===== config.mk =====
export PLATFORM = sky130hd
export DESIGN_NAME = seg_scan_ctrl
export DESIGN_NICKNAME = d
export VERILOG_FILES = /design/src/rtl/seg_scan_ctrl.sv
export SDC_FILE = /design/constraint.sdc
export NUM_CORES = 1
export LEC_CHECK = 0
export ABC_AREA = 1
export BUFFER_PORTS_ARGS = -buffer_cell sky130_fd_sc_hd__buf_2
export CAP_MARGIN = 15
export CORE_MARGIN = 2
export CORE_UTILIZATION = 59
export DETAILED_ROUTE_END_ITERATION = 8
export PLACE_DENSITY = 0.8
export SYNTH_ARGS = -nofsm -noshare
export SYNTH_HDL_FRONTEND = slang
export SYNTH_SLANG_ARGS = --single-unit

===== constraint.sdc =====
create_clock -name clk -period 3.2 [get_ports clk]
set_input_delay 0.32 -clock clk [delete_from_list [all_inputs] [get_ports clk]]
set_output_delay 0.32 -clock clk [all_outputs]
set_load 0.05 [all_outputs]

===== src/rtl/seg_scan_ctrl.sv =====
// seg_scan_ctrl: multiplexed seven-segment scan controller.
//
// One 7-bit segment bus is time-shared across NUM_DIGITS common-cathode digits.
// Each digit is lit for DWELL cycles and then followed by BLANK all-off cycles.
// Digit values are written into a pending shadow buffer. That buffer moves into
// the active buffer only at a frame boundary, so a frame never mixes old and
// new digits.
//
// Optional build macro: LEADING_ZERO_BLANK_EN
//   When defined, leading zero digits (all except digit 0) show segments=0
//   while their digit_sel still asserts.
//
// Ports:
//   clk, rst_n   clock, async active-low reset
//   enable       scan enable; low forces IDLE
//   wr_valid     write request
//   wr_ready     pending buffer empty (write can be accepted)
//   wr_data      4*NUM_DIGITS nibbles, digit 0 = [3:0]
//   segments     active-high a..g (bit0=a)
//   digit_sel    one-hot active digit, zero when blank/idle
//   frame_done   one-cycle pulse on the last cycle of each frame
module seg_scan_ctrl #(
  parameter int NUM_DIGITS = 4,
  parameter int DWELL      = 100,
  parameter int BLANK      = 2
) (
  input  logic                      clk,
  input  logic                      rst_n,
  input  logic                      enable,
  input  logic                      wr_valid,
  output logic                      wr_ready,
  input  logic [4*NUM_DIGITS-1:0]   wr_data,
  output logic [6:0]                segments,
  output logic [NUM_DIGITS-1:0]     digit_sel,
  output logic                      frame_done
);

  typedef enum logic [1:0] {IDLE, SCAN, GUARD} state_t;

  localparam int MAXDB = (DWELL > BLANK) ? DWELL : BLANK;
  localparam int CW    = $clog2(MAXDB + 1);
  localparam int IW    = $clog2(NUM_DIGITS);
  localparam int DW    = 4 * NUM_DIGITS;
  localparam logic [CW-1:0] DW_LAST  = CW'(DWELL - 1);
  localparam logic [CW-1:0] BL_LAST  = CW'((BLANK > 0) ? BLANK - 1 : 0);
  localparam logic [IW-1:0] IDX_LAST = IW'(NUM_DIGITS - 1);

  state_t            state, state_d;
  logic [IW-1:0]     idx, idx_d;
  logic [CW-1:0]     cnt, cnt_d;
  logic [DW-1:0]     active, active_d, pending, pending_d;
  logic              pending_full, pfull_d;
  logic [6:0]        seg_d;
  logic [NUM_DIGITS-1:0] dsel_d;
  logic              fd_d, xfer, fe_now;

  // True on the final cycle of a frame for the given position.
  function automatic logic is_last(state_t s, logic [IW-1:0] i, logic [CW-1:0] c);
    if (i != IDX_LAST) return 1'b0;
    if (BLANK == 0)    return (s == SCAN) && (c == DW_LAST);
    return (s == GUARD) && (c == BL_LAST);
  endfunction

  function automatic logic [6:0] decode(logic [3:0] v);
    case (v)
      4'h0: return 7'h3F;  4'h1: return 7'h06;  4'h2: return 7'h5B;  4'h3: return 7'h4F;
      4'h4: return 7'h66;  4'h5: return 7'h6D;  4'h6: return 7'h7D;  4'h7: return 7'h07;
      4'h8: return 7'h7F;  4'h9: return 7'h6F;  4'hA: return 7'h77;  4'hB: return 7'h7C;
      4'hC: return 7'h39;  4'hD: return 7'h5E;  4'hE: return 7'h79;  default: return 7'h71;
    endcase
  endfunction

  assign wr_ready = ~pending_full;
  assign xfer     = wr_valid & ~pending_full;
  assign fe_now   = is_last(state, idx, cnt);

  // State register. Outputs are registered from the next-state values, so they
  // line up with the state that holds during the same cycle.
  always_ff @(posedge clk or negedge rst_n) begin
    if (!rst_n) begin
      state        <= IDLE;
      idx          <= '0;
      cnt          <= '0;
      active       <= '0;
      pending      <= '0;
      pending_full <= 1'b0;
      segments     <= '0;
      digit_sel    <= '0;
      frame_done   <= 1'b0;
    end else begin
      state        <= state_d;
      idx          <= idx_d;
      cnt          <= cnt_d;
      active       <= active_d;
      pending      <= pending_d;
      pending_full <= pfull_d;
      segments     <= seg_d;
      digit_sel    <= dsel_d;
      frame_done   <= fd_d;
    end
  end

  // Next-state: scan sequencing and buffer movement.
  always_comb begin
    state_d = state;
    idx_d   = idx;
    cnt_d   = cnt;
    if (!enable) begin
      state_d = IDLE;
      idx_d   = '0;
      cnt_d   = '0;
    end else begin
      case (state)
        IDLE: begin
          state_d = SCAN;
          idx_d   = '0;
          cnt_d   = '0;
        end
        SCAN: begin
          if (cnt == DW_LAST) begin
            cnt_d = '0;
            if (BLANK > 0) state_d = GUARD;
            else           idx_d   = (idx == IDX_LAST) ? '0 : idx + 1'b1;
          end else begin
            cnt_d = cnt + 1'b1;
          end
        end
        GUARD: begin
          if (cnt == BL_LAST) begin
            cnt_d   = '0;
            state_d = SCAN;
            idx_d   = (idx == IDX_LAST) ? '0 : idx + 1'b1;
          end else begin
            cnt_d = cnt + 1'b1;
          end
        end
        default: state_d = IDLE;
      endcase
    end

    // A write lands directly in active when nothing is being displayed or
    // the frame is turning over. Otherwise it is parked in pending.
    // A transfer and a commit are exclusive because a transfer needs pending empty.
    active_d  = active;
    pending_d = pending;
    pfull_d   = pending_full;
    if (xfer) begin
      if (state == IDLE || fe_now) active_d = wr_data;
      else begin
        pending_d = wr_data;
        pfull_d   = 1'b1;
      end
    end else if (pending_full && (fe_now || state == IDLE || state_d == IDLE)) begin
      active_d = pending;
      pfull_d  = 1'b0;
    end
  end

  // Output decode from next-state values.
  logic [NUM_DIGITS-1:0] lz_blank;
  always_comb begin
    logic zero_above;
    lz_blank   = '0;
    zero_above = 1'b1;
    for (int i = NUM_DIGITS - 1; i >= 1; i--) begin
      zero_above  = zero_above & (active_d[4*i +: 4] == 4'h0);
      lz_blank[i] = zero_above;
    end
  end

  always_comb begin
    seg_d  = '0;
    dsel_d = '0;
    fd_d   = is_last(state_d, idx_d, cnt_d);
    if (state_d == SCAN) begin
      dsel_d = NUM_DIGITS'(1) << idx_d;
`ifdef LEADING_ZERO_BLANK_EN
      seg_d  = lz_blank[idx_d] ? 7'h00 : decode(active_d[4*idx_d +: 4]);
`else
      seg_d  = decode(active_d[4*idx_d +: 4]);
`endif
    end
  end

`ifndef LEADING_ZERO_BLANK_EN
  logic unused_lz;
  assign unused_lz = ^lz_blank;
`endif

endmodule

==> flow_summary_export.csv, run 1 <==
group,metric,value,unit
die,initial_core_util,60.0,%
pwr,p_sw_share,34.2,%
yosys,async_flop_share,100,%
routing,drt_pass1_iterations,6,
sta,final-max-slew-violation-count,0,
die,num_io_pins,33,
layout,antenna_cells,0,
sta,timing.slew.headroom,63.9,%
yosys,netlist_instances,416,
grt,grt_max_degree,40,
routing,vias,2690,
routing,drc,0,
sta,finalSetupTns,0,ps
sta,period_share,86.3,%
setup_path,path_class,"reg -> reg",
worst_hold_path,worstHoldStart,"wr_data[9]",
setup_path,arrival,3020,ps
pwr,p_comb_share,27.5,%
grt,grt_pass1_wl,11700,um
grt,overflow,0,
pwr,ir_drop,0.265,mV
placement,place_congestion,0.880,
yosys,yosysSeqAreaShare,42.9,%
placement,dpl_cell_area,0.00348,sq mm
die,coreArea,0.00544,sq mm
setup_path,crit_required,3460,ps
setup_path,startpoint_type,"flip-flop",
placement,io_buffers,32,
pwr,seqPwrFrac,45.5,%
grt,grt_pass1_vias,2581,
yosys,ys_warn_count,0,
setup_path,rr_startpoint,"cnt[1]$_DFF_PN0_",
die,fp.dieW,78.4,um
placement,dpl.hpwl,4790,um
layout,fin_area,0.00361,sq mm
clock_tree,cts_tree,"built",
yosys,synth.distinct_cells,33,
yosys,synth_top_cell_area_share,42.9,%
setup_path,end_kind,"flip-flop",
routing,ant_nets,0,
clock_tree,clock_sinks,56,
sta,fmax,0.362,GHz
die,row_count,27,
clock_tree,insertion_delay,320,ps
routing,avgRoutedWirePerCell,12.5,um
routing,first_iter_violations,260,
grt,grt_usage,24.0,%
clock_tree,numCtsBuffers,5,
clock_tree,htreeDepth,2,
sta,skew,6.68,ps
die,die_h,78.4,um
routing,via_per_inst,5.15,
layout,layout-drive-gt1-share,21.6,%
sta,worst_pin_slew,536,ps
pwr,leakage,1.95,nW
sta,layout_min_cycle_time,2760,ps
sta,finalSetupViolCount,0,
clock_tree,clkSlewWorstSetupHoldPaths,100,ps
layout,finalNetCount,478,
layout,final_common_cell,"nand2_1",
yosys,synth_edf_count,0,
yosys,ys_seq_elements,56,
pwr,p_clk_share,27.0,%
yosys,synth_top_cells_by_area,"dfrtp_1 (43%), nand2_1 (12%), inv_1 (6.4%)",
sta,hold_ws,266,ps
setup_path,path_max_fanout,17,
yosys,synth_largest_area_cell,"dfrtp_1",
yosys,syn_area,0.00327,sq mm
layout,layout_common_cells,"nand2_1 (102), inv_1 (56), dfrtp_1 (56)",
sta,final-hold-violation-count,0,
die,die_area,0.00615,sq mm
job,maxCapViolations,0,
grt,antenna_found_initial,0,
pwr,p_switching,0.650,mW
setup_path,startpoint,"cnt[1]$_DFF_PN0_",
yosys,ys.flop_type,"dfrtp_1",
placement,pre_cts_slack,453,ps
clock_tree,cts-root-buf,"clkbuf_8",
routing,wl,6540,um
sta,finalWorstSetupSlack,438,ps
worst_hold_path,hold_path_class,"in -> reg",
sta,rsz0062_at_grt,"no",
clock_tree,clock_path_buffers,2,
pwr,intPower,1.25,mW
yosys,syn_area_per_cell,7.85,sq um
pwr,power_per_cell_area,527,mW/mm^2
yosys,syn_nets,445,
layout,syn2layout_area_growth,10.7,%
status,run_status,"finished clean",
path summary, 6_finish.rpt:
kind                                                end  slack [ps]  depth (start not counted)
min in group asynchronous       pending[10]$_DFFE_PN0P_         450                          2
worst max register to register    segments[0]$_DFF_PN0_         440                         19
worst min register to register   pending[4]$_DFFE_PN0P_         500                          2
worst max-delay path              segments[0]$_DFF_PN0_         440                         19
max in group asynchronous          active[10]$_DFF_PN0_        1930                          3
worst min-delay path             pending[9]$_DFFE_PN0P_         270                          3
sequential cells by signal (all words and copies together) (netlist names):
| register | cells |
|---|---|
| state | 2 |
| segments | 7 |
| pending_full | 1 |
| idx | 2 |
| cnt | 7 |
| active | 16 |
| frame_done | 1 |
| pending | 16 |
| digit_sel | 4 |
area by class of cell:
type,instances,area (sq um)
fill,456,1820
multi-input combinational,283,1550
sequential,56,1400
inverter,67,251
timing repair buffer,36,193
clock buffer,7,96.3
tap,72,90.1
clock inverter,1,30.0
cells by family after synthesis:
| group | synth area share, % |
|---|---|
| xor+xnor | 1.07 |
| buf+inv | 9.54 |
| compound gates | 7.93 |
| flops | 42.9 |
| fa+ha+maj | 3.45 |
| simple gates | 35.1 |
cell usage after synthesis, types with 2 or more instances:
library cell and n:
nand4_1 2, buf_6 2, nor3_1 4, inv_1 56, nand3b_1 3, nand2_1 102, buf_2 3, or2_2 3
nor2_4 6, nand3_2 17, inv_2 11, ha_1 9, o21ai_1 5, a21oi_1 16, nor4_1 2, nand2_2 6
xor2_1 4, nand3_1 35, nor2_1 31, nand2_4 3, clkbuf_1 3, o21ai_0 25, nor2_2 3, dfrtp_1 56
power by group through the flow:
stage | clock network (mW) | registers (mW) | logic (mW)
global route | 0.546 | 0.880 | 0.590
detailed placement | 0 | 0.878 | 0.523
floorplan | 0 | 0.935 | 0.338
finish | 0.513 | 0.867 | 0.524
CTS | 0.516 | 0.866 | 0.525
global placement | 0 | 0.878 | 0.511
worst max-delay path, cell delays in order, from the launching register on:
cell	delay, ps
dfrtp_1	410
inv_1	80
ha_1	160
nand2_1	90
nor2_4	140
nand4_4	180
nand3_4	180
nand2_4	180
nand3_1	120
nand3_1	100
nand2_1	70
nand2_1	80
nor2_4	190
inv_1	110
ha_1	250
nand2_1	90
nand2_1	50
nand2_1	60
nand2_1	50
nor2_1	80
layer usage:
layer / GRT usage [%] / wire, um
met5: 0 / 0
met2: 38.1 / 3080
met4: 7.89 / 106
met3: 4.60 / 238
met1: 33.5 / 3110
timing repair:
item / CTS / global route
setup buffers: 0 / 0
endpoints found under the hold margin: 17 / 0
hold buffers: 1 / 0
resized for setup: 0 / 0
metrics by stage:
| stage | power, mW | std cells | util (%) |
|---|---|---|---|
| 5_1_grt | 2.02 | 522 | 66.5 |
| 3_5_place_dp | 1.40 | 513 | 64.0 |
| 6_report | 1.90 | 522 | 66.5 |
| 4_1_cts | 1.91 | 522 | 66.5 |
| 2_1_floorplan | 1.27 | 416 | - |
| 3_3_place_gp | 1.39 | 513 | 64.0 |
Power figures use the tool's default switching activity.
==> inputs of run 2 (changes only) <==
Settings changed: BUFFER_PORTS_ARGS -buffer_cell sky130_fd_sc_hd__buf_2 to not set, CORE_UTILIZATION 59 to 63, CTS_CLUSTER_SIZE set to 12, DONT_BUFFER_PORTS set to 1, PLACE_DENSITY 0.8 to 0.79.
==> flow_summary_export.csv, run 2 (synthesis gave the netlist of run 1 again) <==
group,metric,value,unit
setup_path,startpoint,"cnt[1]$_DFF_PN0_",
job,maxCapViolations,0,
layout,finalNetCount,447,
setup_path,r2r_end,"segments[4]$_DFF_PN0_",
routing,drt_pass1_iterations,4,
placement,pre_cts_slack,411,ps
layout,layout-drive-gt1-share,15.8,%
setup_path,arrival,3030,ps
routing,first_iter_violations,178,
clock_tree,htreeDepth,2,
setup_path,end_kind,"flip-flop",
die,die_area,0.00578,sq mm
die,initial_core_util,64.8,%
routing,avgRoutedWirePerCell,13.1,um
setup_path,crit_required,3400,ps
layout,syn2layout_area_growth,5.67,%
sta,finalWorstSetupSlack,372,ps
clock_tree,cts_tree,"built",
layout,fin_cells,489,
sta,rsz0062_at_grt,"no",
worst_hold_path,hold_path_class,"in -> reg",
layout,register_area,0.00140,sq mm
placement,io_buffers,0,
die,die_h,76.0,um
grt,antenna_found_initial,0,
placement,numPlacedInstances,479,
clock_tree,clock_sinks,56,
die,num_io_pins,33,
setup_path,rr_startpoint,"cnt[1]$_DFF_PN0_",
routing,via_per_inst,5.30,
clock_tree,ctsResizeCount,0,
sta,fmax,0.354,GHz
setup_path,worst_r2r_path_depth,18,
sta,layout_min_cycle_time,2830,ps
setup_path,r2r_slack,370,ps
pwr,p_total,1.78,mW
layout,fillers,431,
sta,finalSetupViolCount,0,
sta,skew,13.8,ps
pwr,power_per_cell_area,514,mW/mm^2
clock_tree,cts_setup_buffers,0,
placement,dpl.hpwl,4770,um
worst_hold_path,holdPathStages,2,
sta,worst_pin_slew,455,ps
layout,largestRegisters,"active (16), pending (16)",
setup_path,path_max_fanout,17,
clock_tree,numCtsBuffers,5,
die,fp.dieW,76.0,um
setup_path,crit_end,"segments[4]$_DFF_PN0_",
sta,finalSetupTns,0,ps
setup_path,path_class,"reg -> reg",
routing,drc,0,
sta,period_share,88.4,%
clock_tree,cts-root-buf,"clkbuf_8",
clock_tree,clkSlewWorstSetupHoldPaths,100,ps
grt,grt_max_degree,57,
setup_path,startpoint_type,"flip-flop",
sta,timing.slew.headroom,69.4,%
status,run_status,"finished clean",
clock_tree,insertion_delay,320,ps
placement,place_congestion,0.914,
pwr,leakage,1.80,nW
routing,ant_nets,0,
layout,final_common_cell,"nand2_1",
grt,overflow,0,
die,row_count,26,
sta,final-max-slew-violation-count,0,
grt,grt_pass1_vias,2491,
layout,antenna_cells,0,
clock_tree,postCtsHoldBufs,2,
clock_tree,clock_path_buffers,2,
die,coreArea,0.00504,sq mm
sta,final-hold-violation-count,0,
layout,multiInputGateArea,0.00155,sq mm
pwr,ir_drop,0.366,mV
routing,wl,6420,um
routing,vias,2590,
layout,layout_common_cells,"nand2_1 (102), inv_1 (56), dfrtp_1 (56)",
grt,grt_usage,24.8,%
grt,grt_pass1_wl,11600,um
run 2: area by class of cell:
type	instances	share of cell area (%)
Tap cell	70	2.54
Clock buffer	6	2.39
Timing Repair Buffer	5	1.74
Clock inverter	2	0.435
Multi-Input combinational cell	283	45.0
Inverter	67	7.29
Sequential cell	56	40.6
run 2: per-layer routing:
metal	GRT usage (%)	vias up	share of wire [%]
met4	5.09	0	0.86
li1	-	1314	-
met2	40.0	61	47
met1	35.3	1207	48
met5	0	-	0
met3	5.09	8	4.0
run 2: worst min path at each step:
stage	from	endpoint
2_1_floorplan	rst_n	active[0]$_DFF_PN0_
3_3_place_gp	rst_n	pending[5]$_DFFE_PN0P_
3_5_place_dp	rst_n	pending[0]$_DFFE_PN0P_
4_1_cts	enable	cnt[0]$_DFF_PN0_
5_1_grt	wr_data[13]	pending[13]$_DFFE_PN0P_
6_report	enable	cnt[0]$_DFF_PN0_
run 2: critical path: stages (launching register included):
cell     delay, ps
dfrtp_1        410
inv_1           80
ha_1           160
nand2_1        100
nor2_4         160
nand4_4        180
nand3_4        190
nand2_4        180
inv_2          190
nand2_1        110
nand3_2         90
nand2_1         50
nand2_1        110
nor2_4          70
inv_1          100
ha_1           210
nand2_1         90
o21ai_1        160
nor2_1          70
run 2: stage by stage:
| step | instance area (sq um) | utilization, % | hold slack [ps] |
|---|---|---|---|
| 2_1_floorplan | 3270 | - | 24.4 |
| 3_3_place_gp | 3320 | 65.8 | 26.3 |
| 3_5_place_dp | 3320 | 65.8 | 26.2 |
| 4_1_cts | 3450 | 68.4 | 145 |
| 5_1_grt | 3450 | 68.4 | 176 |
| 6_report | 3450 | 68.4 | 147 |
run 2: power by group:
part           total (mW)  switching [mW]  internal (mW)  leakage [nW]
registers           0.941           0.133          0.808         0.710
logic               0.419           0.270          0.149          1.05
clock network       0.415           0.239          0.176        0.0434
total                1.78           0.642           1.13          1.80
==> inputs of run 3 (changes only) <==
Settings changed: CELL_PAD_IN_SITES_DETAIL_PLACEMENT set to 2, CELL_PAD_IN_SITES_GLOBAL_PLACEMENT set to 2, CORE_UTILIZATION 63 to 37, PLACE_DENSITY 0.79 to not set, PLACE_DENSITY_LB_ADDON set to 0.1.
==> flow_summary_export.csv, run 3 (synthesis gave the netlist of run 1 again) <==
group,metric,value,unit
status,run_status,"finished clean",
setup_path,crit_end,"segments[3]$_DFF_PN0_",
sta,final-hold-violation-count,0,
grt,grt_usage,19.9,%
setup_path,max_stage_delay,420,ps
die,initial_core_util,37.8,%
layout,layout-drive-gt1-share,15.8,%
clock_tree,htreeDepth,2,
pwr,leakage,1.80,nW
clock_tree,cts_tree,"built",
sta,period_share,89.6,%
setup_path,r2r_end,"segments[3]$_DFF_PN0_",
placement,io_buffers,0,
placement,place_congestion,0.788,
job,maxCapViolations,0,
sta,final-max-slew-violation-count,0,
layout,fin_area,0.00351,sq mm
setup_path,rr_startpoint,"cnt[1]$_DFF_PN0_",
clock_tree,numCtsBuffers,5,
setup_path,crit_top_cell,"nand2_1",
setup_path,worst-path-stages,19,
grt,overflow,0,
pwr,ir_drop,0.172,mV
setup_path,cp_cell_sequence,"inv_1, ha_1, nand2_1, nor2_4, nand4_4, nand3_4, nand2_8, nand3_1, nand3_1, nand2_1, nand2_1, nor2_4, inv_1, ha_1, inv_1, nand2_1, nand3_1, nand2_1, nor2_1",
grt,grt_max_degree,57,
sta,worst_pin_slew,605,ps
setup_path,worst-path-buf-inv,3,
routing,first_iter_violations,70,
grt,antenna_found_initial,0,
setup_path,end_kind,"flip-flop",
placement,dpl.hpwl,6620,um
routing,avgRoutedWirePerCell,16.9,um
layout,syn2layout_area_growth,7.47,%
layout,final_common_cell,"nand2_1",
layout,finalNetCount,447,
pwr,intPower,1.14,mW
routing,wl,8910,um
setup_path,startpoint_type,"flip-flop",
pwr,seqPwrFrac,51.9,%
layout,layout_common_cells,"nand2_1 (102), inv_1 (56), dfrtp_1 (56)",
sta,rsz0062_at_grt,"no",
die,num_io_pins,33,
sta,finalSetupTns,0,ps
pwr,power_per_cell_area,519,mW/mm^2
setup_path,cp_slowest_cell,"dfrtp_1",
sta,finalSetupViolCount,0,
die,coreArea,0.00864,sq mm
sta,layout_min_cycle_time,2870,ps
setup_path,startpoint,"cnt[1]$_DFF_PN0_",
setup_path,arrival,3120,ps
worst_hold_path,hold_path_class,"in -> reg",
pwr,p_clk_share,23.7,%
sta,skew,13.9,ps
grt,grt_pass1_wl,15300,um
setup_path,worst_r2r_path_depth,19,
clock_tree,insertion_delay,330,ps
die,die_area,0.00959,sq mm
pwr,p_switching,0.686,mW
pwr,p_comb_share,24.5,%
pwr,p_sw_share,37.6,%
sta,finalWorstSetupSlack,334,ps
die,die_h,97.9,um
setup_path,critPathTopFamily,"simple AND/OR/NAND/NOR gates",
setup_path,r2r_slack,330,ps
sta,hold_ws,140,ps
placement,dpl_cell_area,0.00336,sq mm
layout,antenna_cells,0,
clock_tree,clock_sinks,56,
grt,grt_pass1_vias,2952,
routing,vias,2642,
routing,ant_nets,0,
routing,drt_pass1_iterations,4,
routing,drc,0,
setup_path,path_class,"reg -> reg",
placement,pre_cts_slack,211,ps
die,fp.dieW,97.9,um
setup_path,path_max_fanout,17,
sta,fmax,0.349,GHz
setup_path,crit_required,3450,ps
clock_tree,cts_setup_buffers,0,
clock_tree,clock_path_buffers,2,
die,row_count,34,
sta,timing.slew.headroom,59.7,%
clock_tree,clkSlewWorstSetupHoldPaths,110,ps
clock_tree,cts-root-buf,"clkbuf_8",
layout,largestRegisters,"active (16), pending (16)",
routing,via_per_inst,5.01,
run 3: worst reg2reg max path, cell delays in order, from the launching register on:
cell and delay [ps]:
dfrtp_1 420, inv_1 100, ha_1 170, nand2_1 90, nor2_4 140, nand4_4 180
nand3_4 230, nand2_8 170, nand3_1 120, nand3_1 100, nand2_1 80, nand2_1 80
nor2_4 190, inv_1 110, ha_1 250, inv_1 80, nand2_1 50, nand3_1 90
nand2_1 50, nor2_1 100
run 3: worst min-delay path by stage:
| stage | startpoint | endpoint | cells after the start |
|---|---|---|---|
| after global routing | enable | cnt[0]$_DFF_PN0_ | 2 |
| final | enable | cnt[0]$_DFF_PN0_ | 2 |
| after global placement | rst_n | pending[5]$_DFFE_PN0P_ | 0 |
| after floorplan | rst_n | active[0]$_DFF_PN0_ | 0 |
| after detailed placement | rst_n | pending[5]$_DFFE_PN0P_ | 0 |
| after CTS | enable | cnt[0]$_DFF_PN0_ | 2 |
run 3: area by class of cell:
| type | count | area [sq um] |
|---|---|---|
| fill | 1024 | 5130 |
| clock inverter | 2 | 15.0 |
| sequential | 56 | 1400 |
| multi-input combinational | 283 | 1560 |
| inverter | 67 | 254 |
| clock buffer | 6 | 82.6 |
| timing repair buffer | 5 | 60.1 |
| tap | 108 | 135 |
run 3: per-stage QoR:
stage	util [%]	power [mW]	cells
after global routing	40.6	1.94	527
after global placement	38.9	1.37	517
after detailed placement	38.9	1.39	517
after CTS	40.5	1.85	527
final	40.6	1.82	527
after floorplan	-	1.27	416
run 3: layer usage:
layer	share of wire (%)	global-route usage [%]	vias up
met3	1.1	2.43	7
met2	48	33.6	19
met1	50	27.6	1301
li1	-	-	1315
met5	0	0	-
met4	0.93	4.17	0
run 3: timing repair:
action / 4_1_cts / 5_1_grt
setup endpoints to repair: 0 / 4
hold buffers: 2 / 0
hold endpoints to repair: 56 / 0
resized for setup: 0 / 2
run 3: power by group through the flow:
| stage | Clock [mW] | Sequential, mW | Combinational (mW) |
|---|---|---|---|
| 3_5_place_dp | 0 | 0.958 | 0.430 |
| 5_1_grt | 0.469 | 0.956 | 0.520 |
| 2_1_floorplan | 0 | 0.935 | 0.338 |
| 3_3_place_gp | 0 | 0.955 | 0.410 |
| 4_1_cts | 0.452 | 0.945 | 0.454 |
| 6_report | 0.431 | 0.945 | 0.445 |
